--- src/rtl/calendar_date_counter.sv ---
// calendar_date_counter: binary day/month/year counter with Gregorian leap years and a validated multi-cycle date set
// Ports: clk, rst_n (sync active-low); tick_day advances one day; set_en/set_year/set_month/set_day request a date load;
// day_out/month_out/year_out current date; leap current-year flag; busy set in progress; set_err/year_roll one-cycle pulses.
// Optional weekday tracking (set_wday/wday_out, RESET_WDAY) is enabled by defining CALENDAR_WEEKDAY_EN.
module calendar_date_counter #(
  parameter int YEAR_W = 14,
  parameter int RESET_YEAR = 2000
`ifdef CALENDAR_WEEKDAY_EN
  , parameter int RESET_WDAY = 6
`endif
) (
  input  logic              clk,
  input  logic              rst_n,
  input  logic              tick_day,
  input  logic              set_en,
  input  logic [YEAR_W-1:0] set_year,
  input  logic [3:0]        set_month,
  input  logic [4:0]        set_day,
`ifdef CALENDAR_WEEKDAY_EN
  input  logic [2:0]        set_wday,
  output logic [2:0]        wday_out,
`endif
  output logic [7:0]        day_out,
  output logic [7:0]        month_out,
  output logic [YEAR_W-1:0] year_out,
  output logic              leap,
  output logic              busy,
  output logic              set_err,
  output logic              year_roll
);
  typedef enum logic [1:0] {RUN, CALC400, CALC100, CHECK} state_t;
  localparam logic [1:0] R4 = 2'(RESET_YEAR % 4);
  localparam logic [6:0] R100 = 7'(RESET_YEAR % 100);
  localparam logic [8:0] R400 = 9'(RESET_YEAR % 400);
  localparam logic [YEAR_W-1:0] YMAX = '1;
  state_t state, state_n;
  logic [4:0] day, st_day;
  logic [3:0] month, st_month;
  logic [YEAR_W-1:0] year, st_year, rem;
  logic [1:0] r4;
  logic [6:0] r100;
  logic [8:0] r400, s400;
  logic pend, apply, last_day, st_leap, valid;
`ifdef CALENDAR_WEEKDAY_EN
  logic [2:0] wday, st_wday;
  assign wday_out = wday;
`endif
  function automatic logic [4:0] dim(input logic [3:0] m, input logic lp);
    return m == 4'd2 ? (lp ? 5'd29 : 5'd28) :
           (m == 4'd4 || m == 4'd6 || m == 4'd9 || m == 4'd11) ? 5'd30 : 5'd31;
  endfunction
  assign day_out = {3'b0, day};
  assign month_out = {4'b0, month};
  assign year_out = year;
  assign busy = state != RUN;
  assign leap = r4 == 2'd0 && (r100 != 7'd0 || r400 == 9'd0);
  assign last_day = day == dim(month, leap);
  // a set request takes priority over a tick; a held-off tick is replayed from pend
  assign apply = state == RUN && !set_en && (tick_day || pend);
  // in CHECK, rem already holds the staged year mod 100
  assign st_leap = st_year[1:0] == 2'd0 && (rem != '0 || s400 == 9'd0);
`ifdef CALENDAR_WEEKDAY_EN
  assign valid = st_month >= 4'd1 && st_month <= 4'd12 && st_day >= 5'd1 &&
                 st_day <= dim(st_month, st_leap) && st_wday <= 3'd6;
`else
  assign valid = st_month >= 4'd1 && st_month <= 4'd12 && st_day >= 5'd1 &&
                 st_day <= dim(st_month, st_leap);
`endif
  always_comb begin
    state_n = state;
    case (state)
      RUN:     state_n = set_en ? CALC400 : RUN;
      CALC400: state_n = int'(rem) < 400 ? CALC100 : CALC400;
      CALC100: state_n = int'(rem) < 100 ? CHECK : CALC100;
      default: state_n = RUN;
    endcase
  end
  always_ff @(posedge clk) state <= !rst_n ? RUN : state_n;
  always_ff @(posedge clk) begin
    if (!rst_n) begin
      day <= 5'd1;
      month <= 4'd1;
      year <= YEAR_W'(RESET_YEAR);
      r4 <= R4;
      r100 <= R100;
      r400 <= R400;
      pend <= 1'b0;
      set_err <= 1'b0;
      year_roll <= 1'b0;
      st_day <= 5'd0;
      st_month <= 4'd0;
      st_year <= '0;
      rem <= '0;
      s400 <= 9'd0;
`ifdef CALENDAR_WEEKDAY_EN
      wday <= 3'(RESET_WDAY);
      st_wday <= 3'd0;
`endif
    end else begin
      pend <= apply ? (pend && tick_day) : (pend || tick_day);
      set_err <= state == CHECK && !valid;
      year_roll <= apply && last_day && month == 4'd12;
      if (state == RUN && set_en) begin
        st_day <= set_day;
        st_month <= set_month;
        st_year <= set_year;
        rem <= set_year;
`ifdef CALENDAR_WEEKDAY_EN
        st_wday <= set_wday;
`endif
      end
      if (state == CALC400) begin
        if (int'(rem) >= 400) rem <= rem - YEAR_W'(400);
        else s400 <= 9'(rem);
      end
      if (state == CALC100 && int'(rem) >= 100) rem <= rem - YEAR_W'(100);
      if (state == CHECK && valid) begin
        day <= st_day;
        month <= st_month;
        year <= st_year;
        r4 <= st_year[1:0];
        r100 <= 7'(rem);
        r400 <= s400;
`ifdef CALENDAR_WEEKDAY_EN
        wday <= st_wday;
`endif
      end
      if (apply) begin
        day <= last_day ? 5'd1 : day + 5'd1;
`ifdef CALENDAR_WEEKDAY_EN
        wday <= wday == 3'd6 ? 3'd0 : wday + 3'd1;
`endif
        if (last_day) month <= month == 4'd12 ? 4'd1 : month + 4'd1;
        if (last_day && month == 4'd12) begin
          year <= year + YEAR_W'(1);
          // wrapping to year 0 restarts every residue so year 0 counts as leap
          r4 <= year == YMAX ? 2'd0 : r4 + 2'd1;
          r100 <= (year == YMAX || r100 == 7'd99) ? 7'd0 : r100 + 7'd1;
          r400 <= (year == YMAX || r400 == 9'd399) ? 9'd0 : r400 + 9'd1;
        end
      end
    end
  end
endmodule

--- config.mk ---
export PLATFORM = sky130hd
export DESIGN_NAME = calendar_date_counter
export DESIGN_NICKNAME = d
export VERILOG_FILES = /design/src/rtl/calendar_date_counter.sv
export SDC_FILE = /design/constraint.sdc
export NUM_CORES = 1
export LEC_CHECK = 0
export BUFFER_PORTS_ARGS = -buffer_cell sky130_fd_sc_hd__clkbuf_2
export CORE_UTILIZATION = 30
export CTS_CLUSTER_SIZE = 8
export DETAILED_ROUTE_END_ITERATION = 16
export GPL_TIMING_DRIVEN = 0
export PLACE_DENSITY = 0.57
export SETUP_SLACK_MARGIN = 0.05
export SYNTH_ARGS = -nofsm -noshare
export SYNTH_HDL_FRONTEND = slang
export SYNTH_SLANG_ARGS = --single-unit
--- constraint.sdc ---
create_clock -name clk -period 3.9 [get_ports clk]
set_clock_uncertainty 0.1 [all_clocks]
set_input_delay 0.78 -clock clk [delete_from_list [all_inputs] [get_ports clk]]
set_output_delay 0.78 -clock clk [all_outputs]
set_load 0.03 [all_outputs]
==> flow_summary.toml <==
[status]
status = "finished, final reports clean"

[grt]
grt_pass1_vias = 4446
antenna_found_initial = 0
track_usage = 0.177
grt_max_degree = 17
grt_pass1_wl_um = 24400
gr-total-overflow = 0

[layout]
antenna_cells = 0
fin_nets = 770
drive_gt1_frac = 0.142
areaGrowthSynthToFinish_pct = 17.1
layout_commonest_cell = "dfxtp_1"
final_cell_mix = "dfxtp_1, nand2_1, a21oi_1"
post-route-cell-area_mm2 = 0.00604
layout.cells.non_filler = 947
fin_util = 0.362
fillers = 1790

[synth]
ys.flop_type = "dfxtp_1"
synthCells = 654
yosys_warnings = 0
yosysSeqAreaShare = 0.357
netlist-cell-type-count = 64
synth_edf_count = 0
syn_avg_cell_area_um2 = 7.89
synthArstFlopShare = 0
syn-cell-area_mm2 = 0.00516
ys_ff_latch = 92

[power]
ir_drop_mv = 0.196
switching_share = 0.329
clkPwrFrac = 0.358
p_leak_nw = 2.44
p_sw_mw = 0.839
p_seq_frac = 0.422
comb_power_share = 0.220
power_density_mw_per_mm2 = 423
p_int_mw = 1.71

[cts]
cts-root-buf = "clkbuf_16"
clock_sinks = 92
clk_latency_ns = 0.36
path_clk_slew_ns = 0.07
tritoncts = "built"
cts_buffers = 9
clockBufferDepth = 2
htree_levels = 3

[sta]
setup_viol = 0
post-route-period-util = 0.924
tns_ns = 0
rsz0062_at_grt = "false"
slew_viol_final = 0
clock.fmax_mhz = 277
worstMarginPinSlew_ns = 0.800
finalHoldViolCount = 0
timing.hold.ws_ns = 0.371
maxSlewHeadroom = 0.463
fin_crit_ns = 3.60

[floorplan]
die_h_um = 133
start_util = 0.309
ios = 61
placement_rows = 47
fp.dieArea_mm2 = 0.0177
core_mm2 = 0.0167
die_w_um = 133

[setup_path]
ff2ff_path_depth = 17
crit_chain = "inv_2, ha_1, nor4b_2, nand4_1, a31oi_1, or3_1, a21oi_1, o31a_1, ha_1, nor2b_1, o2111a_1, nor3_4, nand2_1, clkbuf_4, buf_4, mux2i_1, o22ai_1"
path_depth = 17
path_delay_family = "simple AND/OR/NAND/NOR gates"
critPathLaunchType = "register"
cpPeakStageDelay_ns = 0.48
cp_num_buf_inv = 3
r2r_end = "year_out[0]$_SDFF_PN0_"
reg2reg_from = "rem[2]$_SDFFE_PN0P_"
cp_slowest_cell = "dfxtp_1"
worstPathRequired_ns = 4.01
worstPathArrival_ns = 3.71
critPathMaxFanout = 10
worst-setup-path-type = "reg2reg"
endpoint_kind = "register"
r2r_slack_ns = 0.30
crit_top_cell = "ha_1"

[placement]
place_hpwl_um = 11400
placed_cell_area_mm2 = 0.00572
portBuffers = 52
place_inst = 932
gp_congestion = 0.893

[worst_hold_path]
hold_path_end = "st_year[3]$_SDFFE_PN0P_"
hold_start = "st_year[3]$_SDFFE_PN0P_"
hold_class = "reg2reg"
holdPathStages = 2

[routing]
finalWirelength_um = 15100
drcViolationCount = 0
via_per_inst = 5.13
dr.pass1.iters = 4
routedWlPerCell_um = 16.0
first_iter_violations = 297
antenna_left = 0
vias = 4858

[run]
cap_viol_max_count = 0
## worst reg2reg max path, cell delays in order (launching register included)
cell and delay (ns):
dfxtp_1 0.48, inv_2 0.11, ha_1 0.21, nor4b_2 0.17
nand4_1 0.14, a31oi_1 0.05, or3_1 0.36, a21oi_1 0.16
o31a_1 0.15, ha_1 0.14, nor2b_1 0.04, o2111a_1 0.26
nor3_4 0.25, nand2_1 0.12, clkbuf_4 0.23, buf_4 0.22
mux2i_1 0.17, o22ai_1 0.10
## power groups by stage
| stage | combinational (mW) | clock [mW] | sequential (mW) |
|---|---|---|---|
| floorplan | 0.399 | 0 | 1.08 |
| global placement | 0.549 | 0 | 1.10 |
| detailed placement | 0.549 | 0 | 1.10 |
| CTS | 0.556 | 0.932 | 1.07 |
| global route | 0.630 | 0.975 | 1.09 |
| finish | 0.562 | 0.914 | 1.08 |
## logic make-up after synthesis
family	after synthesis	share of synthesized area
compound gates	172	0.223
xor+xnor	15	0.0255
fa+ha+maj	21	0.0509
buf+inv	76	0.0628
flops	92	0.357
mux	20	0.0395
other cells	1	0.000727
simple gates	257	0.240
## worst max-delay path by stage
stage | from | endpoint | slack [ns]
final | rem[2]$_SDFFE_PN0P_ | year_out[0]$_SDFF_PN0_ | 0.30
after global routing | rem[2]$_SDFFE_PN0P_ | month[3]$_SDFF_PN0_ | 0.06
after CTS | rem[2]$_SDFFE_PN0P_ | year_out[0]$_SDFF_PN0_ | 0.12
after detailed placement | rem[3]$_SDFFE_PN0P_ | r400[4]$_SDFF_PN0_ | -0.47
after global placement | rem[2]$_SDFFE_PN0P_ | r400[4]$_SDFF_PN0_ | -0.48
after floorplan | rem[2]$_SDFFE_PN0P_ | r400[4]$_SDFF_PN0_ | 0.61
## sequential cells by signal, indices dropped and copies added, names as in the netlist
name	count
year_roll	1
r4	2
st_day	5
s400	9
r100	7
day	5
month	4
year_out	14
st_month	4
pend	1
state	2
r400	9
rem	14
set_err	1
st_year	14
## cells in the mapped netlist, drive strengths merged (6+ instances only)
cell type	count	area (um^2)
dfxtp	92	1840
nand2	87	327
a21oi	54	270
nor2	51	191
inv	37	139
o21ai	32	164
nand3	28	140
clkbuf	25	93.8
ha	21	263
and3	18	113
mux2i	17	170
nor3	14	70.1
buf	13	87.6
o22ai	13	81.3
xnor2	10	87.6
a211oi	9	67.6
nand4	9	56.3
nor2b	9	56.3
or2	8	50.1
a221o	7	70.1
o211ai	7	52.6
a31oi	6	37.5
## metrics by stage
step	power [mW]	setup WS, ns
floorplan	1.48	0.611
global placement	1.64	-0.484
detailed placement	1.64	-0.466
CTS	2.56	0.121
global route	2.69	0.0609
finish	2.55	0.296
## layer usage
layer / track usage / vias to the layer above / routed length, um / part of all wire
met5: 0 / - / 0 / 0
met4: 0.0669 / 0 / 354 / 0.023
met3: 0.0259 / 23 / 617 / 0.041
met2: 0.273 / 112 / 6770 / 0.45
met1: 0.248 / 2257 / 7400 / 0.49
li1: - / 2466 / - / -
## repair_timing
item                       4_1_cts  5_1_grt
hold buffers                     0        0
pin swaps                        0        0
setup buffers                    0        0
hold endpoints to repair         0        0
gates resized for setup          4        6
setup endpoints to repair       40       32
gates cloned                     0        0
## layout make-up
cell class	count	area, um^2	share of cell area
multi-input combinational	492	3030	0.502
timing repair buffer	52	260	0.0431
tap	220	275	0.0456
buffer	37	184	0.0305
clock buffer	10	229	0.0379
sequential	92	1840	0.305
inverter	38	143	0.0236
clock inverter	6	72.6	0.0120
Note: power is estimated with default switching activity, not from simulation.
